===== config.mk =====
export PLATFORM = sky130hd
export DESIGN_NAME = sfp_tx_link_ctrl_flat
export DESIGN_NICKNAME = d
export VERILOG_FILES = /design/src/rtl/sfp_tx_link_ctrl_if.sv /design/src/rtl/sfp_tx_link_ctrl.sv /design/src/flat_wrapper.sv
export SDC_FILE = /design/constraint.sdc
export NUM_CORES = 1
export LEC_CHECK = 0
export CAP_MARGIN = 20
export CORE_AREA = 2 2 141 74
export CTS_CLUSTER_DIAMETER = 60
export DETAILED_ROUTE_END_ITERATION = 12
export DIE_AREA = 0 0 143 76
export SLEW_MARGIN = 20
export SYNTH_ARGS = -nofsm -noshare
export SYNTH_HDL_FRONTEND = slang
export SYNTH_SLANG_ARGS = --single-unit

===== constraint.sdc =====
create_clock -name i_clk -period 5.4 [get_ports i_clk]
set_input_delay 0.81 -clock i_clk [delete_from_list [all_inputs] [get_ports i_clk]]
set_output_delay 0.81 -clock i_clk [all_outputs]
set_load 0.1 [all_outputs]

===== src/rtl/sfp_tx_link_ctrl_if.sv =====
// Pin and slot-timing bundle between the SFP transmit link sequencer and its surroundings.
// The sequencer uses the slave modport; the frame-slot/pin environment uses master.
interface sfp_tx_link_ctrl_if;
  logic       i_en;
  logic       i_clr_lockout;
  logic       i_slot_en;
  logic       i_sfp_tx_flt;
  logic       o_sfp_tx_dis;
  logic       o_drv_en;
  logic       o_send_comma;
  logic       o_data_valid;
  logic [2:0] o_state;
  logic [3:0] o_retry_cnt;
  logic       o_lockout;
  logic [1:0] o_tx_led;

  modport master (
    output i_en, i_clr_lockout, i_slot_en, i_sfp_tx_flt,
    input  o_sfp_tx_dis, o_drv_en, o_send_comma, o_data_valid,
    input  o_state, o_retry_cnt, o_lockout, o_tx_led
  );

  modport slave (
    input  i_en, i_clr_lockout, i_slot_en, i_sfp_tx_flt,
    output o_sfp_tx_dis, o_drv_en, o_send_comma, o_data_valid,
    output o_state, o_retry_cnt, o_lockout, o_tx_led
  );
endinterface


===== src/rtl/sfp_tx_link_ctrl.sv =====
// SFP transmit link bring-up / fault-recovery sequencer: power-up, warm-up, comma sync,
// run with periodic resync commas, filtered-fault retry with lockout.
module sfp_tx_link_ctrl #(
  parameter int unsigned P_DIS_SLOTS      = 100,
  parameter int unsigned P_WARM_SLOTS     = 1000,
  parameter int unsigned P_SYNC_FRAMES    = 16,
  parameter int unsigned P_COMMA_PERIOD   = 256,
  parameter int unsigned P_FLT_FILT       = 4,
  parameter int unsigned P_FLT_HOLD_SLOTS = 10000,
  parameter int unsigned P_STABLE_SLOTS   = 1000,
  parameter int unsigned P_MAX_RETRY      = 3
) (
  input logic               i_clk,
  input logic               i_res_n,
  sfp_tx_link_ctrl_if.slave link
);

  localparam int unsigned CntW = 16;
  localparam int unsigned FltW = $clog2(P_FLT_FILT + 1);

  typedef enum logic [2:0] {
    StDisabled = 3'd0,
    StPowerup  = 3'd1,
    StWarmup   = 3'd2,
    StSync     = 3'd3,
    StRun      = 3'd4,
    StFault    = 3'd5,
    StLockout  = 3'd6
  } state_e;

  state_e          state_q, state_d;
  logic [CntW-1:0] slot_cnt_q, slot_cnt_d;
  logic [CntW-1:0] stable_cnt_q, stable_cnt_d;
  logic [CntW-1:0] phase_q, phase_d;
  logic            comma_q, comma_d;
  logic [3:0]      retry_q, retry_d;
  logic [3:0]      retry_inc;
  logic [FltW-1:0] flt_cnt_q, flt_cnt_d;
  logic            flt_q, flt_d;
  logic            slot_en;
  logic            fault_entry;

  assign slot_en = link.i_slot_en;

  // Run-length of raw fault; flt_d is the filtered fault as it will be after this edge.
  always_comb begin
    flt_cnt_d = '0;
    if (link.i_sfp_tx_flt) begin
      flt_cnt_d = (flt_cnt_q == FltW'(P_FLT_FILT)) ? flt_cnt_q : flt_cnt_q + FltW'(1);
    end
    flt_d = (flt_cnt_d == FltW'(P_FLT_FILT));
  end

  assign retry_inc   = (retry_q == 4'hf) ? retry_q : retry_q + 4'd1;
  assign fault_entry = flt_d && (state_q == StWarmup || state_q == StSync || state_q == StRun);

  always_comb begin
    state_d      = state_q;
    slot_cnt_d   = slot_cnt_q;
    stable_cnt_d = (state_q == StRun) ? stable_cnt_q : '0;
    phase_d      = phase_q;
    comma_d      = comma_q;
    retry_d      = retry_q;

    if (!link.i_en && state_q != StLockout) begin
      state_d    = StDisabled;
      slot_cnt_d = '0;
    end else if (fault_entry) begin
      // Fault entry is immediate, not slot-aligned, and beats any slot transition.
      retry_d      = retry_inc;
      slot_cnt_d   = '0;
      stable_cnt_d = '0;
      state_d      = (retry_inc > 4'(P_MAX_RETRY)) ? StLockout : StFault;
    end else begin
      unique case (state_q)
        StDisabled: begin
          if (slot_en) begin
            state_d    = StPowerup;
            slot_cnt_d = '0;
          end
        end
        StPowerup: begin
          if (slot_en) begin
            if (slot_cnt_q == CntW'(P_DIS_SLOTS - 1)) begin
              state_d    = StWarmup;
              slot_cnt_d = '0;
            end else begin
              slot_cnt_d = slot_cnt_q + CntW'(1);
            end
          end
        end
        StWarmup: begin
          if (slot_en) begin
            if (slot_cnt_q == CntW'(P_WARM_SLOTS - 1)) begin
              state_d    = StSync;
              slot_cnt_d = '0;
            end else begin
              slot_cnt_d = slot_cnt_q + CntW'(1);
            end
          end
        end
        StSync: begin
          if (slot_en) begin
            if (slot_cnt_q == CntW'(P_SYNC_FRAMES - 1)) begin
              state_d    = StRun;
              slot_cnt_d = '0;
              phase_d    = CntW'(1);
              comma_d    = (P_COMMA_PERIOD == 1);
            end else begin
              slot_cnt_d = slot_cnt_q + CntW'(1);
            end
          end
        end
        StRun: begin
          if (slot_en) begin
            // phase_q is the 1-based position of the current slot within the comma period.
            phase_d = (phase_q >= CntW'(P_COMMA_PERIOD)) ? CntW'(1) : phase_q + CntW'(1);
            comma_d = (P_COMMA_PERIOD != 0) && (phase_d == CntW'(P_COMMA_PERIOD));
            if (stable_cnt_q != CntW'(P_STABLE_SLOTS)) begin
              stable_cnt_d = stable_cnt_q + CntW'(1);
            end
            if (stable_cnt_d == CntW'(P_STABLE_SLOTS)) begin
              retry_d = '0;
            end
          end
        end
        StFault: begin
          if (slot_en) begin
            if (flt_q) begin
              slot_cnt_d = '0;
            end else if (slot_cnt_q == CntW'(P_FLT_HOLD_SLOTS - 1)) begin
              state_d    = StPowerup;
              slot_cnt_d = '0;
            end else begin
              slot_cnt_d = slot_cnt_q + CntW'(1);
            end
          end
        end
        StLockout: begin
          if (link.i_clr_lockout) begin
            state_d    = StDisabled;
            slot_cnt_d = '0;
            retry_d    = '0;
          end
        end
        default: begin
          state_d    = StDisabled;
          slot_cnt_d = '0;
        end
      endcase
    end
  end

  always_ff @(posedge i_clk) begin
    if (!i_res_n) begin
      state_q      <= StDisabled;
      slot_cnt_q   <= '0;
      stable_cnt_q <= '0;
      phase_q      <= '0;
      comma_q      <= 1'b0;
      retry_q      <= '0;
      flt_cnt_q    <= '0;
      flt_q        <= 1'b0;
    end else begin
      state_q      <= state_d;
      slot_cnt_q   <= slot_cnt_d;
      stable_cnt_q <= stable_cnt_d;
      phase_q      <= phase_d;
      comma_q      <= comma_d;
      retry_q      <= retry_d;
      flt_cnt_q    <= flt_cnt_d;
      flt_q        <= flt_d;
    end
  end

  logic       tx_dis, drv_en, send_comma, data_valid, lockout;
  logic [1:0] tx_led;

  always_comb begin
    tx_dis     = 1'b1;
    drv_en     = 1'b0;
    send_comma = 1'b0;
    data_valid = 1'b0;
    lockout    = 1'b0;
    tx_led     = 2'b00;
    unique case (state_q)
      StDisabled: ;
      StPowerup:  tx_led = 2'b11;
      StWarmup: begin
        tx_dis = 1'b0;
        tx_led = 2'b11;
      end
      StSync: begin
        tx_dis     = 1'b0;
        drv_en     = 1'b1;
        send_comma = 1'b1;
        tx_led     = 2'b11;
      end
      StRun: begin
        tx_dis     = 1'b0;
        drv_en     = 1'b1;
        send_comma = comma_q;
        data_valid = ~comma_q;
        tx_led     = 2'b10;
      end
      StFault:   tx_led = 2'b01;
      StLockout: begin
        lockout = 1'b1;
        tx_led  = 2'b01;
      end
      default: ;
    endcase
  end

  assign link.o_sfp_tx_dis = tx_dis;
  // Raw fault drops the driver immediately, independent of the filter.
  assign link.o_drv_en     = drv_en & ~link.i_sfp_tx_flt;
  assign link.o_send_comma = send_comma;
  assign link.o_data_valid = data_valid;
  assign link.o_state      = state_q;
  assign link.o_retry_cnt  = retry_q;
  assign link.o_lockout    = lockout;
  assign link.o_tx_led     = tx_led;

endmodule


===== src/flat_wrapper.sv =====
// flat-port wrapper written by rule: the top's interface ports become plain ports
module sfp_tx_link_ctrl_flat 
#(
  parameter int unsigned P_DIS_SLOTS      = 100,
  parameter int unsigned P_WARM_SLOTS     = 1000,
  parameter int unsigned P_SYNC_FRAMES    = 16,
  parameter int unsigned P_COMMA_PERIOD   = 256,
  parameter int unsigned P_FLT_FILT       = 4,
  parameter int unsigned P_FLT_HOLD_SLOTS = 10000,
  parameter int unsigned P_STABLE_SLOTS   = 1000,
  parameter int unsigned P_MAX_RETRY      = 3
)
  (i_clk, i_res_n, link_i_en, link_i_clr_lockout, link_i_slot_en, link_i_sfp_tx_flt, link_o_sfp_tx_dis, link_o_drv_en, link_o_send_comma, link_o_data_valid, link_o_state, link_o_retry_cnt, link_o_lockout, link_o_tx_led);
  sfp_tx_link_ctrl_if link_i ();
  input logic i_clk;
  input logic i_res_n;
  input wire logic [$bits(link_i.i_en)-1:0] link_i_en;
  input wire logic [$bits(link_i.i_clr_lockout)-1:0] link_i_clr_lockout;
  input wire logic [$bits(link_i.i_slot_en)-1:0] link_i_slot_en;
  input wire logic [$bits(link_i.i_sfp_tx_flt)-1:0] link_i_sfp_tx_flt;
  output wire logic [$bits(link_i.o_sfp_tx_dis)-1:0] link_o_sfp_tx_dis;
  output wire logic [$bits(link_i.o_drv_en)-1:0] link_o_drv_en;
  output wire logic [$bits(link_i.o_send_comma)-1:0] link_o_send_comma;
  output wire logic [$bits(link_i.o_data_valid)-1:0] link_o_data_valid;
  output wire logic [$bits(link_i.o_state)-1:0] link_o_state;
  output wire logic [$bits(link_i.o_retry_cnt)-1:0] link_o_retry_cnt;
  output wire logic [$bits(link_i.o_lockout)-1:0] link_o_lockout;
  output wire logic [$bits(link_i.o_tx_led)-1:0] link_o_tx_led;
  assign link_i.i_en = link_i_en;
  assign link_i.i_clr_lockout = link_i_clr_lockout;
  assign link_i.i_slot_en = link_i_slot_en;
  assign link_i.i_sfp_tx_flt = link_i_sfp_tx_flt;
  assign link_o_sfp_tx_dis = link_i.o_sfp_tx_dis;
  assign link_o_drv_en = link_i.o_drv_en;
  assign link_o_send_comma = link_i.o_send_comma;
  assign link_o_data_valid = link_i.o_data_valid;
  assign link_o_state = link_i.o_state;
  assign link_o_retry_cnt = link_i.o_retry_cnt;
  assign link_o_lockout = link_i.o_lockout;
  assign link_o_tx_led = link_i.o_tx_led;
  sfp_tx_link_ctrl #(.P_DIS_SLOTS(P_DIS_SLOTS), .P_WARM_SLOTS(P_WARM_SLOTS), .P_SYNC_FRAMES(P_SYNC_FRAMES), .P_COMMA_PERIOD(P_COMMA_PERIOD), .P_FLT_FILT(P_FLT_FILT), .P_FLT_HOLD_SLOTS(P_FLT_HOLD_SLOTS), .P_STABLE_SLOTS(P_STABLE_SLOTS), .P_MAX_RETRY(P_MAX_RETRY)) u_core (.i_clk(i_clk), .i_res_n(i_res_n), .link(link_i));
endmodule

==> flow_summary.json <==
{
  "tritoncts.num_buffers": 9,
  "ant_nets": 0,
  "cts-root-buf": "sky130_fd_sc_hd__clkbuf_16",
  "power_leakage_uw": 0.00149,
  "post_synth_num_cell_types": 72,
  "dp.final_hpwl_um": 7650,
  "drt-wirelength-per-cell_um": 16.2,
  "irDropWorstVdd_mv": 0.139,
  "die_area_sq_um": 10900,
  "final_core_util_pct": 44.2,
  "postCtsSetupRepairBufs": 0,
  "synth_seq_cells": 60,
  "startpoint_type": "flop",
  "floorplan.io_pins": 20,
  "endpoint_kind": "output port",
  "synth-seq-area-share_pct": 31.9,
  "arr_time_crit_path_ns": 3.05,
  "max_freq_ghz": 0.259,
  "grt_pass1_vias": 3192,
  "layout.filler_cells": 974,
  "power.total_uw": 1130,
  "number_of_instances_in_the_synthesized_netlist": 488,
  "die_h_um": 76,
  "power.density_cell_area_nw_per_um2": 261,
  "layout_commonest_cell": "sky130_fd_sc_hd__nor2_1",
  "portbufs": 19,
  "worstHoldPathType": "flop to flop",
  "power_report.internal_total_uw": 834,
  "final_net_count": 509,
  "netlist.top_cell.by_area": "sky130_fd_sc_hd__dfxtp_1",
  "maximum_number_of_pins_on_one_net_before_global_route_repair": 22,
  "synth_largest_type_area_fraction_pct": 31.9,
  "syn_to_final_growth_pct": 14.9,
  "clock_tree.buffer_depth": 2,
  "starting_density_of_the_core_pct": 38.4,
  "drive_gt1_share_pct": 8.00,
  "worstMarginPinSlew_ns": 0.978,
  "h-tree-depth": 3,
  "ys_warn_count": 0,
  "yosys.area_share.adder_pct": 2.66,
  "synthMuxAreaShare_pct": 1.06,
  "synth.top_cells.by_area": "sky130_fd_sc_hd__dfxtp_1 32%, sky130_fd_sc_hd__nor2_1 6.1%, sky130_fd_sc_hd__a21oi_1 5.2%",
  "floorplan_core_area_sq_um": 9790,
  "detailroute.via_count": 3622,
  "crit_fanout": 20,
  "power_switching_share_pct": 26.2,
  "die-width_um": 143,
  "gpl.final_weighted_congestion": 0.920,
  "drt-pass1-iter-count": 5,
  "detail_route.wirelength_um": 10400,
  "rows": 26,
  "drv_slew": 0,
  "worst_ep_required_time_ns": 4.59,
  "clock_tree_from_tritoncts": "built",
  "path_class": "flop to output port",
  "postCtsResizedCells": 0,
  "most_frequent_cells_in_the_layout": "61 x sky130_fd_sc_hd__nor2_1, 60 x sky130_fd_sc_hd__dfxtp_1, 41 x sky130_fd_sc_hd__nand2_1",
  "fin_crit_sh_pct": 71.4,
  "reg2reg_setup_slack_ns": 1.91,
  "clk_transition_reported_paths_ns": 0.06,
  "switchingPower_uw": 295,
  "synth_top_family_by_area": "simple AND/OR/NAND/NOR gates",
  "tns_ns": 0,
  "syn-cell-area_sq_um": 3760,
  "hold-path-cell-count": 2,
  "skew_ns": 0.00524,
  "initial_detailed_routing_violation_count": 311,
  "reg2reg_depth": 7,
  "p_seq_share_pct": 40.0,
  "rsz0062_at_grt": "false",
  "cts_hold_buffers": 0,
  "synth_enable_flop_cells": 0,
  "synth_compound_gate_area_share_pct": 21.7,
  "clock_sink_count": 60,
  "track_usage_pct": 19.8,
  "r2r_end": "u_core.link.o_retry_cnt[1]",
  "comb_power_share_pct": 7.2,
  "finalHoldViolCount": 0,
  "run_status": "completed",
  "synthXorXnorAreaFrac_pct": 4.65,
  "max-slew-margin-rel_pct": 34.6,
  "antenna_diode_count": 0,
  "reg2reg_from": "u_core.stable_cnt_q[3]",
  "startpoint": "u_core.link.o_state[2]",
  "yosys_most_used_dff": "sky130_fd_sc_hd__dfxtp_1",
  "cap_violations": 0,
  "number_of_antenna_violations_at_the_first_check_in_global_routing": 0,
  "syn_avg_cell_area_sq_um": 7.71,
  "postSynth.asyncResetShare_pct": 0,
  "detail_route.vias_per_cell": 5.66,
  "drc_errors": 0,
  "synth_simple_gate_area_share_pct": 32.6,
  "min_period_ns": 3.86,
  "clk_latency_worst_skew_pair_ns": 0.33,
  "grt_remaining_overflow": 0,
  "grt_pass1_wl_um": 17000,
  "timing.final.setup_violations": 0,
  "pwr-share-clk_pct": 52.8,
  "destination_of_the_critical_timing_path": "link_o_lockout",
  "synth_nets": 502
}
[kinds of logic after synthesis]
kind of cell / after synthesis
compound gates: 125
xor+xnor: 20
simple gates: 228
mux: 4
buf+inv: 43
flops: 60
fa+ha+maj: 8
[registers in the layout (all words and copies together), names as in the netlist]
| signal | count |
|---|---|
| u_core.phase_q | 16 |
| u_core.slot_cnt_q | 16 |
| u_core.stable_cnt_q | 16 |
| u_core.link.o_retry_cnt | 4 |
| u_core.flt_cnt_q | 3 |
| u_core.link.o_state | 3 |
| u_core.comma_q | 1 |
| u_core.flt_q | 1 |
[power by group through the flow]
stage / Combinational (uW) / Sequential [uW] / Clock [uW]
2_1_floorplan: 55.2 / 463 / 0
3_3_place_gp: 78.9 / 461 / 0
3_5_place_dp: 80.3 / 461 / 0
4_1_cts: 80.5 / 452 / 607
5_1_grt: 87.6 / 452 / 625
6_report: 81.5 / 452 / 596
[cells in the mapped netlist, types with 3 or more instances]
cell type / instances
sky130_fd_sc_hd__a31oi_1: 7
sky130_fd_sc_hd__a311oi_1: 5
sky130_fd_sc_hd__or3_1: 6
sky130_fd_sc_hd__nor2_1: 61
sky130_fd_sc_hd__nand3b_1: 7
sky130_fd_sc_hd__mux2i_1: 4
sky130_fd_sc_hd__o211ai_1: 6
sky130_fd_sc_hd__xor2_1: 12
sky130_fd_sc_hd__or4b_2: 3
sky130_fd_sc_hd__and3_1: 19
sky130_fd_sc_hd__buf_4: 6
sky130_fd_sc_hd__o21ai_1: 3
sky130_fd_sc_hd__xnor2_1: 8
sky130_fd_sc_hd__nand2_1: 41
sky130_fd_sc_hd__ha_1: 8
sky130_fd_sc_hd__nor3_1: 15
sky130_fd_sc_hd__nor4_1: 5
sky130_fd_sc_hd__nor2b_1: 8
sky130_fd_sc_hd__nand2b_1: 4
sky130_fd_sc_hd__or4_1: 5
sky130_fd_sc_hd__a21oi_1: 39
sky130_fd_sc_hd__clkbuf_1: 16
sky130_fd_sc_hd__nand4_1: 9
sky130_fd_sc_hd__o21ai_0: 27
sky130_fd_sc_hd__nor3b_1: 7
sky130_fd_sc_hd__inv_1: 16
sky130_fd_sc_hd__dfxtp_1: 60
sky130_fd_sc_hd__a211oi_1: 7
sky130_fd_sc_hd__nand3_1: 19
[worst max-delay path: stages, from the launching register on]
cell,delay [ns]
sky130_fd_sc_hd__dfxtp_1,0.76
sky130_fd_sc_hd__inv_1,0.21
sky130_fd_sc_hd__nor3_1,0.49
sky130_fd_sc_hd__clkdlybuf4s50_1,1.25
[through the flow]
stage / instances / cell area, sq um / setup WS, ns / hold WS, ns
2_1_floorplan: 488 / 3760 / 0.298 / 0.443
3_3_place_gp: 623 / 4010 / 1.70 / 0.458
3_5_place_dp: 623 / 4010 / 1.70 / 0.466
4_1_cts: 639 / 4320 / 1.57 / 0.481
5_1_grt: 640 / 4330 / 1.32 / 0.493
6_report: 640 / 4330 / 1.54 / 0.481
[how the worst min path moves through the flow]
| stage | start | to |
|---|---|---|
| floorplan | u_core.phase_q[10] | u_core.phase_q[10] |
| global placement | u_core.phase_q[9] | u_core.phase_q[9] |
| detailed placement | u_core.phase_q[11] | u_core.phase_q[11] |
| CTS | u_core.phase_q[11] | u_core.phase_q[11] |
| global route | u_core.phase_q[9] | u_core.phase_q[9] |
| finish | u_core.comma_q | u_core.comma_q |
[layout make-up]
| cell class | instances | area, sq um | area share [%] |
|---|---|---|---|
| multi-input combinational | 385 | 2360 | 54.6 |
| sequential | 60 | 1200 | 27.8 |
| clock buffer | 9 | 225 | 5.21 |
| timing repair buffer | 23 | 220 | 5.09 |
| tap | 140 | 175 | 4.05 |
| clock inverter | 7 | 81.3 | 1.88 |
| inverter | 16 | 60.1 | 1.39 |
[routing by layer]
metal  vias up  GRT usage, %  part of all wire, %
li1       1811             -                    -
met1      1684          32.9                   56
met2       118          23.9                   36
met3         9          5.72                  7.1
met4         0          4.36                 0.72
met5         -             0                    0
Power figures use the tool's default switching activity.
==> variant: new RTL, same settings <==
`P_FLT_FILT` is set to 4 in 2 places; all go to 8.
--- a/src/rtl/sfp_tx_link_ctrl.sv
+++ b/src/rtl/sfp_tx_link_ctrl.sv
@@ -7,3 +7,3 @@
   parameter int unsigned P_COMMA_PERIOD   = 256,
-  parameter int unsigned P_FLT_FILT       = 4,
+  parameter int unsigned P_FLT_FILT       = 8,
   parameter int unsigned P_FLT_HOLD_SLOTS = 10000,
--- a/src/flat_wrapper.sv
+++ b/src/flat_wrapper.sv
@@ -7,3 +7,3 @@
   parameter int unsigned P_COMMA_PERIOD   = 256,
-  parameter int unsigned P_FLT_FILT       = 4,
+  parameter int unsigned P_FLT_FILT       = 8,
   parameter int unsigned P_FLT_HOLD_SLOTS = 10000,
Formal check against the unedited RTL: same outputs for any inputs over 4 cycles, from zero or initial values; that may be too few to reach the edited logic, so the function may still have changed.
==> variant against the original RTL <==
  * Sequential cell count is 1 higher
  * Global-route usage is 0.50 points higher
  * Synthesized cell count is 5.3% higher
  * Cell area is 0.93% higher
  * Wire length is 0.50% higher
  * Synthesized area is 1.5% higher
  * Setup slack worse by 3.7 ps
  * Power is 4.0% lower
  * Critical path depth stayed put
==> variant: results (changes against the original RTL) <==
Critical path destination link_o_drv_en (was link_o_lockout); Regs by FF count u_core.phase_q: 16 flops, u_core.slot_cnt_q: 16 flops, u_core.stable_cnt_q: 16 flops (unchanged); crit path max fanout 19 (was 20); post-route clock period utilization 71.5% (was 71.4%); worst r2r src u_core.link.o_state[2]$_SDFFE_PP0P_ (was u_core.stable_cnt_q[3]$_SDFF_PN0_); fill count 986 (was 974); GP Congestion 0.952 (was 0.920); sw frac 23.1% (was 26.2%); footprint of the multi-input gates 0.00242 mm2 (was 0.00236 mm2); synth cell count leaders nor2_1, dfxtp_1, nand2_1, a21oi_1, nand3_1 (was nor2_1, dfxtp_1, nand2_1, a21oi_1, o21ai_0); Reg clk slew, reported paths 50 ps; Vias 3747 (was 3622); initial antenna violation count 0 (unchanged); Placed Cells 645 (was 623); Clock Skew 6.09 ps (was 5.24 ps); CP arrival 3050 ps (about the same); largest net degree at the start of global routing 28 (was 22); R2R setup slack 2400 ps (was 1910 ps); Post-CTS Hold Fix Bufs 0 (unchanged); vias in the first global route 3263 (was 3192); Tightest Pin Transition 1040 ps (was 978 ps); reported leakage power 1.47 nW (was 1.49 nW); starting DRC count in detailed routing 438 (was 311); wire per inst 15.9 um (was 16.2 um); clk_lat worst skew 330 ps (about the same); synthesized instance count 514 (was 488); Routed WL 10.4 mm (about the same); DP Wirelength 7.73 mm (was 7.65 mm); Pre-Repair DR Iteration Count 5 (unchanged); dpl ws 1890 ps (was 1700 ps); Overall Global Routing Usage 20.3% (was 19.8%); Slowest-stage cell, CP clkdlybuf4s50_1 (unchanged); ANT cells 0 (unchanged); status completed (unchanged); # Post-CTS Setup Buffers 0 (unchanged); critical path's largest stage delay 1160 ps (was 1250 ps); post-synthesis cell type count 59 (was 72); worst reg2reg path endpoint u_core.phase_q[2]$_SDFFE_PN0P_ (was u_core.link.o_retry_cnt[1]$_SDFFE_PN0P_); share of post-route cells with drive strength above 1 5.01% (was 8.00%); Top delay family on crit path buffers and inverters (unchanged); HP Class flop to flop (unchanged); Seq/Total Area, Yosys 32.0% (was 31.9%); DP Area 0.00408 mm2 (was 0.00401 mm2); Area contributors post-synth dfxtp_1, nor2_1, nand2_1 (was dfxtp_1, nor2_1, a21oi_1); syn_nets 528 (was 502); Max IR drop VDD 171 uV (was 139 uV); ys async rst share 0% (unchanged); first-pass GRT wire length 17.4 mm (was 17.0 mm)
==> variant: layer usage <==
metal	vias to the layer above	share of wire, %	track usage, %
li1	1858	-	-
met1	1711	54	33.6
met2	162	35	23.8
met3	16	9.8	6.79
met4	0	0.99	4.75
met5	-	0	0
==> variant: worst min path at each step <==
stage | cells after the start | end | start | slack [ps]
after floorplan | 1 | u_core.slot_cnt_q[14]$_SDFFE_PP0P_ | u_core.slot_cnt_q[14]$_SDFFE_PP0P_ | 450
after global placement | 1 | u_core.phase_q[12]$_SDFFE_PN0P_ | u_core.phase_q[12]$_SDFFE_PN0P_ | 470
after detailed placement | 1 | u_core.phase_q[15]$_SDFFE_PN0P_ | u_core.phase_q[15]$_SDFFE_PN0P_ | 470
after CTS | 1 | u_core.phase_q[14]$_SDFFE_PN0P_ | u_core.phase_q[14]$_SDFFE_PN0P_ | 480
after global routing | 1 | u_core.phase_q[12]$_SDFFE_PN0P_ | u_core.phase_q[12]$_SDFFE_PN0P_ | 500
final | 1 | u_core.phase_q[13]$_SDFFE_PN0P_ | u_core.phase_q[13]$_SDFFE_PN0P_ | 480
==> variant: kinds of logic (layout without fill, tap and decap cells) <==
kind of cell / Yosys count / count (layout) / synth area share [%]
flip-flops: 61 / 61 / 32.0
XOR/XNOR: 19 / 19 / 4.36
AND/OR/NAND/NOR: 256 / 256 / 34.9
adder cells (fa/ha/maj): 8 / 8 / 2.62
multiplexers: 7 / 7 / 1.83
AO/OA/AOI/OAI: 117 / 117 / 19.6
buffers and inverters: 46 / 51 / 4.72
==> variant: cell type report <==
class	instances	area share (%)
inverters	17	1.46
well taps	140	4.01
clock inverters	4	1.15
flip-flops and latches	61	28.0
repair buffers	20	4.53
clock buffers	10	5.47
multi-input cells	407	55.4
==> variant: power groups by stage <==
stage               registers (mW)  logic, mW  clock network (mW)
floorplan                    0.468     0.0392                   0
global placement             0.466     0.0571                   0
detailed placement           0.466     0.0577                   0
CTS                          0.456     0.0579               0.580
global route                 0.457     0.0637               0.600
finish                       0.457     0.0581               0.569
==> variant: stage by stage <==
| stage | hold WS [ps] | power (mW) |
|---|---|---|
| global placement | 467 | 0.523 |
| detailed placement | 472 | 0.524 |
| CTS | 482 | 1.09 |
| floorplan | 451 | 0.507 |
| finish | 480 | 1.08 |
| global route | 498 | 1.12 |
